===== config.mk =====
export PLATFORM = sky130hd
export DESIGN_NAME = network_interface
export DESIGN_NICKNAME = d
export VERILOG_FILES = /design/src/rtl/network_interface.sv
export SDC_FILE = /design/constraint.sdc
export NUM_CORES = 1
export LEC_CHECK = 0
export CORE_ASPECT_RATIO = 1.1
export CORE_UTILIZATION = 46
export CTS_CLUSTER_DIAMETER = 30
export CTS_CLUSTER_SIZE = 28
export DETAILED_ROUTE_END_ITERATION = 8
export PLACE_DENSITY_LB_ADDON = 0.08
export REMOVE_ABC_BUFFERS = 1
export SYNTH_ARGS = -nofsm -noshare
export SYNTH_HDL_FRONTEND = slang
export SYNTH_SLANG_ARGS = --single-unit

===== constraint.sdc =====
create_clock -name clk -period 1.96 [get_ports clk]
set_input_delay 0.392 -clock clk [delete_from_list [all_inputs] [get_ports clk]]
set_output_delay 0.392 -clock clk [all_outputs]
set_load 0.01 [all_outputs]

===== src/rtl/network_interface.sv =====
// Network interface between a local client and a router port: a packetising
// transmit FSM and a first-word-fall-through receive FIFO with sticky overflow.
module network_interface #(
  parameter int NODE_ID  = 7,
  parameter int RX_DEPTH = 4
) (
  input  logic        clk,
  input  logic        rst,
  input  logic        tx_valid_i,
  input  logic [3:0]  tx_dest_i,
  input  logic [3:0]  tx_len_i,
  output logic        tx_ready_o,
  input  logic        tx_payload_valid_i,
  input  logic [14:0] tx_payload_i,
  output logic        tx_payload_ready_o,
  input  logic        local_full_i,
  output logic [16:0] local_data_o,
  input  logic [16:0] local_data_i,
  output logic        rx_valid_o,
  output logic [15:0] rx_flit_o,
  input  logic        rx_ready_i,
  output logic        rx_overflow_o
);

  localparam int AW = $clog2(RX_DEPTH);
  localparam logic [3:0]    SRC_ID   = 4'(NODE_ID);
  localparam logic [AW-1:0] PTR_ONE  = AW'(1);
  localparam logic [AW:0]   CNT_ONE  = (AW+1)'(1);
  localparam logic [AW:0]   CNT_FULL = (AW+1)'(RX_DEPTH);

  typedef enum logic [1:0] {
    IDLE = 2'd0,
    HEAD = 2'd1,
    BODY = 2'd2
  } tx_state_t;

  tx_state_t   state_r;
  logic [3:0]  dest_r;
  logic [3:0]  len_r;
  logic [3:0]  remain_r;
  logic [16:0] local_data_s;
  logic        tx_payload_ready_s;
  logic        head_go_s;
  logic        body_go_s;

  // Flit issue: the router sees the flit in the same cycle it has credit.
  always_comb begin
    local_data_s       = 17'd0;
    tx_payload_ready_s = 1'b0;
    head_go_s          = 1'b0;
    body_go_s          = 1'b0;
    case (state_r)
      HEAD: begin
        if (!local_full_i) begin
          local_data_s = {1'b1, 1'b1, dest_r, SRC_ID, len_r, 3'b000};
          head_go_s    = 1'b1;
        end else begin
          local_data_s = 17'd0;
        end
      end
      BODY: begin
        if (tx_payload_valid_i && !local_full_i) begin
          local_data_s       = {1'b1, 1'b0, tx_payload_i};
          tx_payload_ready_s = 1'b1;
          body_go_s          = 1'b1;
        end else begin
          local_data_s       = 17'd0;
          tx_payload_ready_s = 1'b0;
        end
      end
      default: begin
        local_data_s       = 17'd0;
        tx_payload_ready_s = 1'b0;
      end
    endcase
  end

  assign local_data_o       = local_data_s;
  assign tx_payload_ready_o = tx_payload_ready_s;
  assign tx_ready_o         = (state_r == IDLE);

  // TX packet sequencing: request latch, header, then len body flits.
  always_ff @(posedge clk or negedge rst) begin
    if (!rst) begin
      state_r  <= IDLE;
      dest_r   <= 4'd0;
      len_r    <= 4'd0;
      remain_r <= 4'd0;
    end else begin
      case (state_r)
        IDLE: begin
          if (tx_valid_i) begin
            dest_r   <= tx_dest_i;
            len_r    <= tx_len_i;
            remain_r <= tx_len_i;
            state_r  <= HEAD;
          end
        end
        HEAD: begin
          if (head_go_s) begin
            state_r <= (len_r == 4'd0) ? IDLE : BODY;
          end
        end
        BODY: begin
          if (body_go_s) begin
            remain_r <= remain_r - 4'd1;
            if (remain_r == 4'd1) begin
              state_r <= IDLE;
            end
          end
        end
        default: state_r <= IDLE;
      endcase
    end
  end

  logic [15:0]   rx_mem_r [RX_DEPTH];
  logic [AW-1:0] wr_ptr_r;
  logic [AW-1:0] rd_ptr_r;
  logic [AW:0]   count_r;
  logic          overflow_r;
  logic          push_s;
  logic          pop_s;
  logic          full_s;
  logic          wr_en_s;

  assign push_s  = local_data_i[16];
  assign rx_valid_o = (count_r != {(AW+1){1'b0}});
  assign pop_s   = rx_valid_o && rx_ready_i;
  assign full_s  = (count_r == CNT_FULL);
  // A full FIFO still accepts a push when the head leaves in the same cycle.
  assign wr_en_s = push_s && (!full_s || pop_s);

  // RX pointers, occupancy and sticky overflow.
  always_ff @(posedge clk or negedge rst) begin
    if (!rst) begin
      wr_ptr_r   <= {AW{1'b0}};
      rd_ptr_r   <= {AW{1'b0}};
      count_r    <= {(AW+1){1'b0}};
      overflow_r <= 1'b0;
    end else begin
      if (wr_en_s) begin
        wr_ptr_r <= wr_ptr_r + PTR_ONE;
      end
      if (pop_s) begin
        rd_ptr_r <= rd_ptr_r + PTR_ONE;
      end
      case ({wr_en_s, pop_s})
        2'b10:   count_r <= count_r + CNT_ONE;
        2'b01:   count_r <= count_r - CNT_ONE;
        default: count_r <= count_r;
      endcase
      if (push_s && full_s && !pop_s) begin
        overflow_r <= 1'b1;
      end
    end
  end

  // Storage needs no reset: the head is masked whenever occupancy is zero.
  always_ff @(posedge clk) begin
    if (wr_en_s) begin
      rx_mem_r[wr_ptr_r] <= local_data_i[15:0];
    end
  end

  assign rx_flit_o     = rx_valid_o ? rx_mem_r[rd_ptr_r] : 16'd0;
  assign rx_overflow_o = overflow_r;

endmodule

Yosys cells after proc, flatten, opt, wreduce, memory -nomap -nowiden
Memory sizes are Yosys's and may differ from the RTL's.
Index checks and enable logic that the tools add are counted.
Cells by class
  multiply operators: 0
  eq/ne operators: 10
  shifts and indexed selects: 0
  muxes and demuxes: 20
  reductions and logical operators: 17
  div/mod/pow operators: 0
  bitwise gates (word level): 0
  $lt $le $gt $ge: 0
  add/subtract/negate cells: 5
Operators by type and width (number)
  $mux 17: 2
  $pmux 17 s2: 1
  $mux 16: 1
  $mux 2: 5
  $mux 4: 2
  $ne 2x2->1 const B: 4
  $pmux 4 s2: 1
  $mux 1: 6
  $pmux 2 s3: 1
  $pmux 3 s2: 1
  $logic_and 1x1->1: 5
  $add 2x1->2 const B: 2
  $eq 2x1->1 const B: 2
  $eq 2x2->1 const B: 2
  $eq 4x1->1 const B: 1
  $logic_not 4->1: 1
  $reduce_and 4->1: 1
  $reduce_bool 2->1: 2
  $sub 4x1->4 const B: 1
  $add 3x1->3 const B: 1
  $eq 3x3->1 const B: 1
  $logic_not 1->1: 3
  $reduce_and 3->1: 1
  $reduce_bool 3->1: 1
  4 further kinds: 4
Storage, ports and cells
  bits in latches: 0
  RAM bits: 64
  ROM bits: 0
  word-level logic and storage cells: 61
  memories kept: 1
  register bits after elaboration: 22
Memories
  rx_mem_r: words 4, width 16, rd ports 1, clocked after Yosys merged registers in 0, wr ports 1, RTL line 117  | logic [15:0] rx_mem_r [RX_DEPTH];

Logic depth before layout (Yosys ltp)
Gate-level depths: netlist (run 1).
  depth in word-level cells: 6
  gate-level depth with buffers: 8
  gate-level depth less buffers: 7

Least setup slack after synthesis (run 1)
Ideal clock, no wire load.
  path type: register to register
  start point: register count_r[1]
  end point: register count_r[1]
  clock period less this slack: 1.932 ns
  path buffers: 1
  setup time: 0.077 ns
  stages on the path, launching flop included: 8
  data arrival time: 1.855 ns
  slack: 0.028 ns
  required time: 1.883 ns
  cells stage by stage: dfrtp_1 > or3_1 > clkbuf_1 > nand2_1 > fa_1 > a211oi_1 > o21ai_0 > a21oi_1
On the way
  longest elaborated chain between the ends: 6
Ends and longest elaborated chain
  start: declaration: RTL line 120  | logic [AW:0] count_r;
  start signal: assignment: RTL line 139  | count_r <= {(AW+1){1'b0}};
  start signal: assignment: RTL line 149  | 2'b10: count_r <= count_r + CNT_ONE;
  start signal: assignment: RTL line 150  | 2'b01: count_r <= count_r - CNT_ONE;
  $reduce_bool 3->1 *: RTL line 128  | assign rx_valid_o = (count_r != {(AW+1){1'b0}});
  named net rx_valid_o: RTL line 19  | output logic rx_valid_o,
  $logic_and 1x1->1 *: RTL line 129  | assign pop_s = rx_valid_o && rx_ready_i;
  $logic_or 1x1->1: RTL line 132  | assign wr_en_s = push_s && (!full_s || pop_s);
  $logic_and 1x1->1: RTL line 132
  $eq 2x1->1 or $eq 2x2->1 (tied branches): RTL line 148  | case ({wr_en_s, pop_s})
  $pmux 3 s2 or $reduce_bool 2->1 (tied branches)
Mark *: on every way through the listed nets, which the timed path passes. The rest lies on a longest branch.
A chain may end at the register's enable or synchronous reset.

Worst setup path in the final report (run 1)
  start point: register rd_ptr_r[0]
  end point: output rx_flit_o[4]
On the way
  longest elaborated chain between the ends: 2
Ends and longest elaborated chain
  start: declaration: RTL line 119  | logic [AW-1:0] rd_ptr_r;
  start signal: assignment: RTL line 138  | rd_ptr_r <= {AW{1'b0}};
  start signal: assignment: RTL line 146  | rd_ptr_r <= rd_ptr_r + PTR_ONE;
  $mem_v2 4x16
  $mux 16: RTL line 166  | assign rx_flit_o = rx_valid_o ? rx_mem_r[rd_ptr_r] : 16'd0;
  end: declaration: RTL line 20  | output logic [15:0] rx_flit_o,
No other way between the ends.

==> results of run 1 <==
[registers in the layout, summed over array words and instances (netlist names)]
register	cells
count_r	3
state_r	2
dest_r	4
rd_ptr_r	2
wr_ptr_r	2
remain_r	4
rx_mem_r	64
len_r	4
rx_overflow_o	1
[metal layers]
| layer | routed length [um] | part of all wire [%] | vias up |
|---|---|---|---|
| li1 | - | - | 1179 |
| met1 | 3463 | 43 | 1206 |
| met2 | 4135 | 52 | 57 |
| met3 | 303 | 3.8 | 10 |
| met4 | 112 | 1.4 | 0 |
| met5 | 0 | 0 | - |
[stage by stage]
| step | setup WS (ps) | power, mW | std cells |
|---|---|---|---|
| after global placement | -491.3 | 6.123 | 456 |
| after global routing | -281.6 | 8.718 | 483 |
| after floorplan | -188.7 | 4.490 | 233 |
| after CTS | -226.9 | 8.166 | 484 |
| after detailed placement | -496.2 | 6.195 | 456 |
| final | -215.0 | 8.209 | 483 |
[cells in the final DEF, fill, tap and decap left out, types with 3 or more instances in the layout]
| cell type | netlist | final |
|---|---|---|
| sky130_fd_sc_hd__xnor2_1 | 3 | 3 |
| sky130_fd_sc_hd__nor2_1 | 3 | 3 |
| sky130_fd_sc_hd__nand2_1 | 11 | 10 |
| sky130_fd_sc_hd__nor2b_1 | 4 | 3 |
| sky130_fd_sc_hd__a21oi_1 | 5 | 5 |
| sky130_fd_sc_hd__and2_1 | 22 | 9 |
| sky130_fd_sc_hd__buf_2 | 4 | 21 |
| sky130_fd_sc_hd__buf_12 | 1 | 5 |
| sky130_fd_sc_hd__and3_1 | 4 | 4 |
| sky130_fd_sc_hd__clkdlybuf4s50_1 | 0 | 46 |
| sky130_fd_sc_hd__a22o_1 | 8 | 8 |
| sky130_fd_sc_hd__bufinv_16 | 0 | 3 |
| sky130_fd_sc_hd__ha_1 | 10 | 7 |
| sky130_fd_sc_hd__and2_4 | 0 | 13 |
| sky130_fd_sc_hd__o21ai_0 | 10 | 9 |
| sky130_fd_sc_hd__buf_6 | 2 | 21 |
| sky130_fd_sc_hd__inv_1 | 11 | 9 |
| sky130_fd_sc_hd__dfrtp_1 | 22 | 21 |
| sky130_fd_sc_hd__buf_4 | 0 | 28 |
| sky130_fd_sc_hd__edfxtp_1 | 64 | 64 |
| sky130_fd_sc_hd__mux4_2 | 8 | 16 |
| sky130_fd_sc_hd__buf_16 | 0 | 3 |
| sky130_fd_sc_hd__a21o_1 | 3 | 3 |
| sky130_fd_sc_hd__clkbuf_8 | 0 | 9 |
| sky130_fd_sc_hd__mux2_2 | 10 | 10 |
[final timing paths]
| check | startpoint | end | slack [ps] |
|---|---|---|---|
| hold reg to reg | rx_overflow_o | rx_overflow_o | 480 |
| max in group asynchronous | rst | rd_ptr_r[0] | 1320 |
| setup / recovery | rd_ptr_r[0] | rx_flit_o[4] | -210 |
| setup reg to reg | count_r[0] | count_r[1] | -100 |
| hold / removal | rst | count_r[2] | 390 |
| min in group clk | rx_overflow_o | rx_overflow_o | 480 |
[what timing repair did]
item                                    in CTS  in global routing
setup buffers                                8                  1
endpoints found under the setup margin      37                 37
gates resized for setup                    188                 19
gates cloned                                 5                  0
pin swaps                                   26                  8
[kinds of logic after synthesis]
| group | count (synthesis) | synth area share [%] |
|---|---|---|
| fa+ha+maj | 11 | 3.743 |
| compound gates | 36 | 6.777 |
| xor+xnor | 4 | 0.9037 |
| buf+inv | 21 | 2.969 |
| mux | 27 | 13.23 |
| simple gates | 58 | 8.616 |
| flops | 86 | 63.76 |
[layout make-up]
type | instances | area (um^2)
Fill cell | 578 | 2587
Sequential cell | 86 | 2474
Multi-Input combinational cell | 136 | 1340
Timing Repair Buffer | 127 | 1227
Tap cell | 108 | 135.1
Clock buffer | 10 | 127.6
Clock inverter | 5 | 107.6
Inverter | 11 | 41.29
[worst max-delay path: cells and delay by family (launching register included)]
kind	cells	cell delay [ps]
buffers and inverters	3	350
DFF	1	400
muxes	1	530
and+or+nand+nor	1	160
[power groups by stage]
stage	logic (mW)	clock network, mW	registers (mW)
2_1_floorplan	1.69	0	2.80
3_3_place_gp	3.41	0	2.72
3_5_place_dp	3.46	0	2.73
4_1_cts	3.96	1.48	2.72
5_1_grt	4.38	1.57	2.78
6_report	4.04	1.45	2.72
==> Flow_metrics.wiki, run 1 <==
{| class="wikitable"
! Metric !! Value
|-
| Count of input and output buffers || 82
|-
| Ratio of cells with drive above 1 in the final layout || 40.27%
|-
| Share of total power in sequential cells || approximately 33%
|-
| TritonCTS clock tree || done
|-
| Startpoint class of the critical path || flop
|-
| Number of hold violations in the final report || 0
|-
| CTS buffer count || 9
|-
| Worst min-delay path class || in -> async
|-
| Syn Std Cell Area || 3877 um^2
|-
| DRC marker count from the first detailed-route iteration || 105
|-
| Highest attainable clock frequency || 459.8 MHz
|-
| Cell leakage power || roughly 2.2 nW
|-
| EDFF count, synth || 64
|-
| Worst path slowest cell || sky130_fd_sc_hd__mux4_2
|-
| Residual overflow from global routing || 0
|-
| Unrepaired setup endpoints after global routing || true
|-
| Critical-path cell list || buf_6 -> buf_6 -> mux4_2 -> and2_4 -> buf_6
|-
| Worst slack on hold paths || 394.0 ps
|-
| Proportion of synthesized chip area in sequential cells || 63.76%
|-
| Clock Tree Root || sky130_fd_sc_hd__clkbuf_8
|-
| Transition at the pin with the smallest max-transition slack || 358.5 ps
|-
| Cell count after synthesis || 243
|-
| Most repeated library cell on the critical path || sky130_fd_sc_hd__buf_6
|-
| Stage delay of the slowest cell on the critical path || between 500 and 600 ps
|-
| Pin count of the biggest net entering global routing || 23
|-
| Critical path arrival || 1780 ps
|-
| Iteration count of the initial detailed-routing pass || 4
|-
| Cell types with the largest area share after synthesis || sky130_fd_sc_hd__edfxtp_1 (50%), sky130_fd_sc_hd__dfrtp_1 (14%), sky130_fd_sc_hd__mux4_1 (5.4%)
|-
| Remaining routing DRC violations || 0
|-
| Cell depth of the worst flop-to-flop path || 7
|-
| Register bit count reported by yosys || 86
|-
| Final Max Tran Viols || 0
|-
| Global-route track usage on met3 || 3.719%
|-
| Diodes inserted || 0
|-
| Final RePlAce weighted congestion || between 0.7 and 0.8
|-
| Switching power || 2.523 mW
|-
| Predominant post-synthesis flop cell || sky130_fd_sc_hd__edfxtp_1
|-
| Final-layout setup total negative slack || -5187 ps
|-
| Fraction of the core area covered by cells at the end of the flow || between 60% and 70%
|-
| Vias in the first global route || 2,549
|-
| Min Tclk post-route || 2175 ps
|-
| Relative area change from synthesis to final layout || 40.63%
|-
| Final setup violation count || 33
|-
| Cts-stage hold buffer count || 0
|-
| Critical Path Sink Type || output port
|-
| IR drop worst, VDD || just under 0.7 mV
|-
| Result of the run || finished, violations left
|-
| Worst slew slack as a fraction of its limit || ~76%
|-
| Clock group share of total power || 17.6%
|-
| Number of H-tree levels || 3
|-
| Post-synth ARST share || 25.58%
|-
| YS warnings || 0
|-
| Layout Cell Area excl Fill || between 5000 and 6000 um^2
|-
| Width of the chip || just under 90 um
|-
| Logic pwr share || 49.2%
|-
| CP Max Fanout || 3
|-
| Worst-case clock buffer depth || 2
|-
| Num rows || 34
|-
| Number of clock sinks || 86
|-
| Global-route wire length before repair || 12.45 mm
|-
| Violations in the final reports || negative setup slack
|-
| Gr busiest metal || met2
|-
| Clock transition at the register clock pins on the worst setup and hold paths after CTS || 80 ps
|-
| Total number of vias || 2,452
|-
| Worst clock skew || 6.520 ps
|-
| Count of pins on the block boundary || 83
|-
| Leading post-synthesis cells by instance count || sky130_fd_sc_hd__edfxtp_1 (64), sky130_fd_sc_hd__and2_1 (22), sky130_fd_sc_hd__dfrtp_1 (22), sky130_fd_sc_hd__inv_1 (11), sky130_fd_sc_hd__nand2_1 (11)
|-
| Floorplan core area || approximately 8000 um^2
|-
| Power per standard cell area || 1506 nW/um^2
|-
| Final critical-path setup slack || -215.0 ps
|-
| Area post-placement || 5070 um^2
|-
| Final #Nets || between 400 and 500
|-
| HPWL after detailed placement || just over 5 mm
|-
| Leading area contributor after synthesis || sky130_fd_sc_hd__edfxtp_1
|-
| Initial antenna violation count || 0
|-
| Final worst-path cycle share || 111.0%
|-
| Sum of routed wire length over all layers || approximately 8.0 mm
|-
| Antenna violation net count after detailed routing || 0
|-
| Distinct cells, synth || 43
|-
| Overall die height || 98.29 um
|-
| CP required || 1570 ps
|-
| Sw frac || just over 30%
|-
| Critical path class || reg -> out
|-
| Met1 track demand over resource in global routing || between 20% and 30%
|-
| Max-cap check violation count || 0
|-
| Clock latency reported for the late side of the worst-skew pair || 340 ps
|-
| Wire per inst || 16.59 um
|-
| Initial Util || 48.23%
|-
| Portion of synthesized cell area occupied by the leading cell type || 49.56%
|-
| Most frequent cell after synthesis || sky130_fd_sc_hd__edfxtp_1
|-
| Die outline area || 8801 um^2
|-
| Vias per cell || 5.077
|-
| Met2 Track Usage GR || between 30 and 40%
|-
| Avg Cell Area, Syn || 15.96 um^2
|-
| Overall global routing resource usage || 19.63%
|-
| Internal || 5.686 mW
|}
Power figures use the tool's default switching activity.
==> run 2, diff against run 1 <==
--- a/config.mk
+++ b/config.mk
@@ -12,6 +12,7 @@
 export DETAILED_ROUTE_END_ITERATION = 8
 export PLACE_DENSITY_LB_ADDON = 0.08
 export REMOVE_ABC_BUFFERS = 1
+export SKIP_LAST_GASP = 1
 export SYNTH_ARGS = -nofsm -noshare
 export SYNTH_HDL_FRONTEND = slang
 export SYNTH_SLANG_ARGS = --single-unit
==> run 2 against run 1 <==
Against the previous run:
- the run still ends with negative setup slack left
- register-to-register slack worse by 40 ps
- cell count up 0.41%
- core utilization up 0.33 points
- via count up 0.61%
- sequential cell count unchanged
- fmax up 0.13%
- count of clock-buffer cells in the layout unchanged
- clock power about the same
- critical path type unchanged
- largest cell class unchanged
- highest routed layer unchanged
==> Flow_metrics.wiki, run 2 (same netlist as run 1, synthesis figures left out) <==
{| class="wikitable"
! Metric !! Value
|-
| Remaining routing DRC violations || 0
|-
| Switching power || 2.525 mW
|-
| Global-route wire length before repair || between 10 and 15 mm
|-
| Total number of vias || 2,467
|-
| Sw frac || 30.56%
|-
| Cell leakage power || 2.227 nW
|-
| Min Tclk post-route || 2172 ps
|-
| Transition at the pin with the smallest max-transition slack || 358.8 ps
|-
| Final setup violation count || 33
|-
| Clock transition at the register clock pins on the worst setup and hold paths after CTS || 80 ps
|-
| Iteration count of the initial detailed-routing pass || 4
|-
| Sum of routed wire length over all layers || 8.091 mm
|-
| Layout Cell Area excl Fill || 5479 um^2
|-
| Floorplan core area || around 8000 um^2
|-
| Power, Total || 8.261 mW
|-
| Startpoint class of the critical path || flop
|-
| Worst slew slack as a fraction of its limit || 76.02%
|-
| Final RePlAce weighted congestion || about 0.75
|-
| Clock group share of total power || between 15 and 20%
|-
| Critical Path Sink Type || output port
|-
| Power per standard cell area || about 1500 nW/um^2
|-
| Clock latency reported for the late side of the worst-skew pair || 340 ps
|-
| TritonCTS clock tree || done
|-
| Pin count of the biggest net entering global routing || 23
|-
| Wire per inst || around 17 um
|-
| Unrepaired setup endpoints after global routing || true
|-
| DRC marker count from the first detailed-route iteration || 122
|-
| Worst min-delay path class || in -> async
|-
| Die outline area || 8801 um^2
|-
| Worst slack on hold paths || roughly 400 ps
|-
| Critical path class || reg -> out
|-
| Internal || 5.736 mW
|-
| Num rows || 34
|-
| Number of H-tree levels || 3
|-
| Antenna violation net count after detailed routing || 0
|-
| Highest attainable clock frequency || 460.4 MHz
|-
| Area post-placement || 5070 um^2
|-
| CTS buffer count || 9
|-
| Final worst-path cycle share || 110.8%
|-
| Count of pins on the block boundary || 83
|-
| Most used cells in the layout excluding fill and tap cells || sky130_fd_sc_hd__edfxtp_1 (64), sky130_fd_sc_hd__clkdlybuf4s50_1 (46), sky130_fd_sc_hd__buf_4 (29)
|-
| Logic pwr share || 49.6%
|-
| Number of hold violations in the final report || 0
|-
| Worst clock skew || 5.541 ps
|-
| CP required || 1570 ps
|-
| Diodes inserted || 0
|-
| Vias per cell || 5.087
|-
| Initial Util || between 40% and 50%
|-
| Count of input and output buffers || a little over 80
|-
| IR drop worst, VDD || 0.6824 mV
|-
| Critical path arrival || 1780 ps
|-
| CP Max Fanout || 3
|-
| Overall global routing resource usage || 19.94%
|-
| Final #Nets || 430
|-
| Violations in the final reports || negative setup slack
|-
| Width of the chip || 89.54 um
|-
| Clock Tree Root || sky130_fd_sc_hd__clkbuf_8
|-
| Vias in the first global route || 2,587
|-
| Final critical-path setup slack || -212.2 ps
|-
| Share of total power in sequential cells || 32.9%
|-
| Max FFs per register || 64
|-
| Final Max Tran Viols || 0
|-
| Overall die height || about 100 um
|-
| Worst-case clock buffer depth || 2
|-
| Ratio of cells with drive above 1 in the final layout || 40.85%
|-
| Initial antenna violation count || 0
|-
| Residual overflow from global routing || 0
|-
| HPWL after detailed placement || 5.026 mm
|-
| Leading cell type in the layout, fill and taps excluded || sky130_fd_sc_hd__edfxtp_1
|-
| Largest reg by FF count || rx_mem_r
|-
| Result of the run || finished, violations left
|-
| Relative area change from synthesis to final layout || 41.30%
|-
| Number of clock sinks || 86
|-
| Max-cap check violation count || 0
|}
-- run 2: critical path: stages, from the launching register on --
cell and delay, ps:
sky130_fd_sc_hd__dfrtp_2 400, sky130_fd_sc_hd__buf_6 130, sky130_fd_sc_hd__buf_6 120, sky130_fd_sc_hd__mux4_2 520, sky130_fd_sc_hd__and2_4 160, sky130_fd_sc_hd__buf_6 110
-- run 2: power groups by stage --
stage          Sequential (mW)  Combinational (mW)  Clock, mW
2_1_floorplan             2.80                1.69          0
3_3_place_gp              2.72                3.41          0
3_5_place_dp              2.73                3.46          0
4_1_cts                   2.72                3.98       1.48
5_1_grt                   2.77                4.43       1.57
6_report                  2.72                4.09       1.45
-- run 2: area by class of cell --
class	count	area, um^2
multi-input combinational	136	1348
sequential	86	2474
fill	568	2561
clock buffer	10	127.6
tap	108	135.1
inverter	11	41.29
clock inverter	5	107.6
timing repair buffer	129	1246
-- run 2: routing by layer --
metal  global-route usage [%]  vias up  share of wire (%)
li1                         -     1183                  -
met1                    25.22     1215                 43
met2                    33.51       59                 52
met3                    3.804       10                4.0
met4                    7.692        0                1.4
met5                        0        -                  0
-- run 2: worst paths after layout --
check | cells past startpoint | from | endpoint | slack [ps]
min in group clk | 1 | rx_overflow_o | rx_overflow_o | 480
max reg2reg | 8 | count_r[2] | count_r[1] | -140
min | 2 | rst | count_r[2] | 400
max | 5 | rd_ptr_r[0] | rx_flit_o[4] | -210
min reg2reg | 1 | rx_overflow_o | rx_overflow_o | 480
max in group asynchronous | 2 | rst | rd_ptr_r[0] | 1320
-- run 2: what timing repair did --
action,4_1_cts,5_1_grt
gates resized for setup,184,22
setup endpoints to repair,37,38
hold buffers,0,0
gates cloned,5,0
pin swaps,26,8
setup buffers,8,4
-- run 2: through the flow --
stage	setup TNS, ps	setup slack, ps	std cells	utilization, %
after floorplan	-2538	-188.7	233	-
after global placement	-10280	-491.3	456	63.06
after detailed placement	-10450	-496.2	456	63.06
after CTS	-5762	-226.9	484	67.60
after global routing	-7682	-281.6	485	68.15
final	-5591	-212.2	485	68.15
==> RTL edit 1: new RTL, settings of run 2 <==
The parameter `RX_DEPTH` goes from 4 to 16.
--- a/src/rtl/network_interface.sv
+++ b/src/rtl/network_interface.sv
@@ -3,5 +3,5 @@
 module network_interface #(
   parameter int NODE_ID  = 7,
-  parameter int RX_DEPTH = 4
+  parameter int RX_DEPTH = 16
 ) (
   input  logic        clk,
Formal check against the unedited RTL: not equivalent (Yosys sat finds a counterexample within 10 cycles, from zero or initial values and one cycle with rst low).
==> RTL edit 1 against run 2 <==
  * The flow still finishes with violations (negative setup slack)
  * Routed wire length grew to 3.6 times the old value
  * Combinational power is 130% higher
  * Synthesized area grew to 3.0 times the old value
  * Critical path type unchanged
  * Sequential cell count is 198 higher
  * Setup slack worse by 660 ps
  * Sequential share of layout area is 5.6 points higher
  * Count of clock-buffer cells in the layout is 48 higher
  * Clock power grew to 6.2 times the old value
  * Final area grew to 3.0 times the old value
  * Sequential power grew to 2.9 times the old value
  * Via count grew to 2.8 times the old value
  * Total power grew to 3.2 times the old value
  * Critical path depth is 2 higher
==> RTL edit 1: results (changes against run 2) <==
Run status:
- Outcome: finished, violations left (unchanged).
- Violations in the final reports: negative setup slack (unchanged).

Layout:
- The area occupied by multi-input gates is 3430 sq um (was 1350 sq um).
- The number of combinational gates with multiple inputs is 275 (was 136).
- The clock tree buffer count of the final layout is 58 (was 10).
- The number of flip-flops and latches came to 284 (was 86).
- The layout cell share with drive strength beyond 1 was 0.484 (was 0.408).
- The utilization after layout was 0.674 (was 0.681).

Route:
- The violation count after the first detailed-route iteration was 436 (was 122).
- The total vias in the final route is 6836 (was 2467).
- The routed wire length on met3 came to 1780 um (was 320 um).

Yosys:
- The share of synthesized registers carrying an async set or reset was 0.0986 (was 0.256).
- The post-synthesis sequential area ratio came to 0.726 (was 0.638).
- The number of distinct library cells after synthesis is 50 (was 43).
- The compound-cell area share of the yosys netlist was 0.0429 (was 0.0678).

Global routing:
- The maximum number of pins on one net before global-route repair was 29 (was 23).

Timing:
- The setup slack of the critical path after layout came to -872 ps (was -212 ps).
- The worst-margin pin slew is 635 ps (was 359 ps).
- The total setup violations reported at the end of the flow is 305 (was 33).

Critical path:
- The highest cell delay on the worst timing path was 550 ps (was 520 ps).
- The library cell contributing the largest single delay on the critical path is sky130_fd_sc_hd__dfrtp_4 (was sky130_fd_sc_hd__mux4_2).
- The endpoint of the most critical register-to-register path is rx_mem_r[5][11] (was count_r[1]).
- The capture point of the critical path is rx_flit_o[11] (was rx_flit_o[4]).
- The worst reg-to-reg setup slack was -470 ps (was -140 ps).
- The startpoint of the most critical setup path was rd_ptr_r[1] (was rd_ptr_r[0]).

Clock tree:
- The number of setup buffers added after CTS came to 41 (was 8).
- The clock insertion delay at the later pin of the skew report is 550 ps (was 340 ps).

Place:
- The cell total after placement was 1066 (was 456).
- The global placement routability congestion is 0.794 (was 0.753).
- The total placed instance area is 13600 sq um (was 5070 sq um).
[RTL edit 1: cell types whose count changed after synthesis, moves of 6 or more]
cell                       delta
sky130_fd_sc_hd__mux2_2      +16
sky130_fd_sc_hd__mux2i_1     +17
sky130_fd_sc_hd__buf_2        +8
sky130_fd_sc_hd__and2_1      -16
sky130_fd_sc_hd__mux4_1       -8
sky130_fd_sc_hd__o21ai_0     +14
sky130_fd_sc_hd__nand3_1      +6
sky130_fd_sc_hd__edfxtp_1   +192
sky130_fd_sc_hd__nor2_1      +13
sky130_fd_sc_hd__a21oi_1     +19
sky130_fd_sc_hd__dfrtp_1      +6
sky130_fd_sc_hd__mux4_2      +56
sky130_fd_sc_hd__clkbuf_1    +14
[RTL edit 1: power groups by stage]
stage          Clock, mW  Combinational [mW]  Sequential (mW)
6_report            9.04                9.59             7.97
3_3_place_gp           0                7.91             7.93
2_1_floorplan          0                3.76             8.48
4_1_cts             9.16                9.45             7.96
3_5_place_dp           0                7.99             7.98
5_1_grt             9.42                10.2             8.04
==> RTL edit 2: new RTL, settings of run 2 <==
Made on the original files. Make the reset (`rst`) synchronous in 2 clocked blocks.
--- a/src/rtl/network_interface.sv
+++ b/src/rtl/network_interface.sv
@@ -81,5 +81,5 @@
 
   // TX packet sequencing: request latch, header, then len body flits.
-  always_ff @(posedge clk or negedge rst) begin
+  always_ff @(posedge clk) begin
     if (!rst) begin
       state_r  <= IDLE;
@@ -133,5 +133,5 @@
 
   // RX pointers, occupancy and sticky overflow.
-  always_ff @(posedge clk or negedge rst) begin
+  always_ff @(posedge clk) begin
     if (!rst) begin
       wr_ptr_r   <= {AW{1'b0}};
Function: differs if rst is asserted again (counterexample within 4 cycles, from zero or initial values and one cycle with rst low); with rst held inactive, the same outputs for 10 cycles.
==> RTL edit 2 against run 2 <==
  * The flow still finishes with violations (negative setup slack)
  * Synthesized cell count up 14%
  * Setup slack better by 45 ps
  * Worst hold slack better by 70 ps
  * Clock skew up 7.7 ps
  * Synthesized area up 0.42%
  * Routed wire length down 4.1%
  * Final area down 2.7%
  * Maximum frequency up 2.1%
  * Sequential cell count up 2
  * Critical path type unchanged
  * Largest cell class unchanged
Power is not compared: it rests on default switching activity, and its combinational part moved more than twofold at a synthesized area within 25%.
==> RTL edit 2: results (changes against run 2) <==
Critical path:
- The maximum net fanout on the critical path came to 6 (was 3).
- The highest cell delay on the worst timing path is 360 ps (was 520 ps).
- The library cell contributing the largest single delay on the critical path is sky130_fd_sc_hd__dfxtp_2 (was sky130_fd_sc_hd__mux4_2).
- The worst path arrival time is 1740 ps (was 1780 ps).

Timing:
- The setup slack of the critical path after layout is -167 ps (was -212 ps).
- The total negative slack for setup checks is -2970 ps (was -5590 ps).
- The worst-margin pin slew is 293 ps (was 359 ps).
- The total setup violations reported at the end of the flow is 31 (was 33).

Place:
- The detailed placement HPWL came to 5010 um (was 5030 um).
- The total placed instance area was 5060 sq um (was 5070 sq um).
- The cell total after placement is 482 (was 456).
- The setup slack at placement is -605 ps (was -496 ps).
- The global placement routability congestion is 0.863 (was 0.753).

Global routing:
- The met2 track demand over resource was 0.317 (was 0.335).
- The wire length of the first global-routing pass is 12700 um (was 12600 um).
- The maximum number of pins on one net before global-route repair is 19 (was 23).

Run status:
- Outcome: finished, violations left (unchanged).
- Violations in the final reports: negative setup slack (unchanged).

Layout:
- The non-filler instance count after layout is 504 (was 485).
- The area occupied by multi-input gates is 1430 sq um (was 1350 sq um).
- The number of fillers in the final layout was 601 (was 568).
- The final net count is 448 (was 430).

Route:
- The violation count after the first detailed-route iteration is 98 (was 122).
- The total wire length after detailed routing is 7760 um (was 8090 um).

Yosys:
- The share of synthesized registers carrying an async set or reset is 0 (was 0.256).
- The post-synthesis sequential area ratio is 0.617 (was 0.638).
- Most frequent cells after synthesis: sky130_fd_sc_hd__edfxtp_1 (64), sky130_fd_sc_hd__dfxtp_1 (24), sky130_fd_sc_hd__and2_1 (21), sky130_fd_sc_hd__nand2_1 (18), sky130_fd_sc_hd__a21oi_1 (14) (was sky130_fd_sc_hd__edfxtp_1 (64), sky130_fd_sc_hd__and2_1 (22), sky130_fd_sc_hd__dfrtp_1 (22), sky130_fd_sc_hd__inv_1 (11), sky130_fd_sc_hd__nand2_1 (11)).

Clock tree:
- The clock insertion delay at the later pin of the skew report came to 360 ps (was 340 ps).
[RTL edit 2: layout make-up]
type,count,area share
clock buffer,10,0.0239
clock inverter,6,0.00962
inverter,10,0.00751
multi-input combinational,165,0.268
sequential,88,0.452
tap,108,0.0254
timing repair buffer,117,0.213
[RTL edit 2: final timing paths]
check | from | slack, ps | cells past startpoint | endpoint
min | dest_r[2] | 470 | 2 | dest_r[2]
min reg2reg | dest_r[2] | 470 | 2 | dest_r[2]
max | state_r[0] | -170 | 7 | local_data_o[6]
max reg2reg | count_r[2] | 30 | 7 | count_r[1]
[RTL edit 2: what timing repair did]
item	CTS	global route
pin swaps	19	5
gates cloned	2	0
setup buffers	3	2
setup endpoints to repair	38	101
gates resized for setup	171	28
[RTL edit 2: layer usage]
layer	part of all wire	vias up
met1	0.42	1289
met4	0.011	0
met5	0	-
met2	0.51	79
met3	0.059	7
li1	-	1262
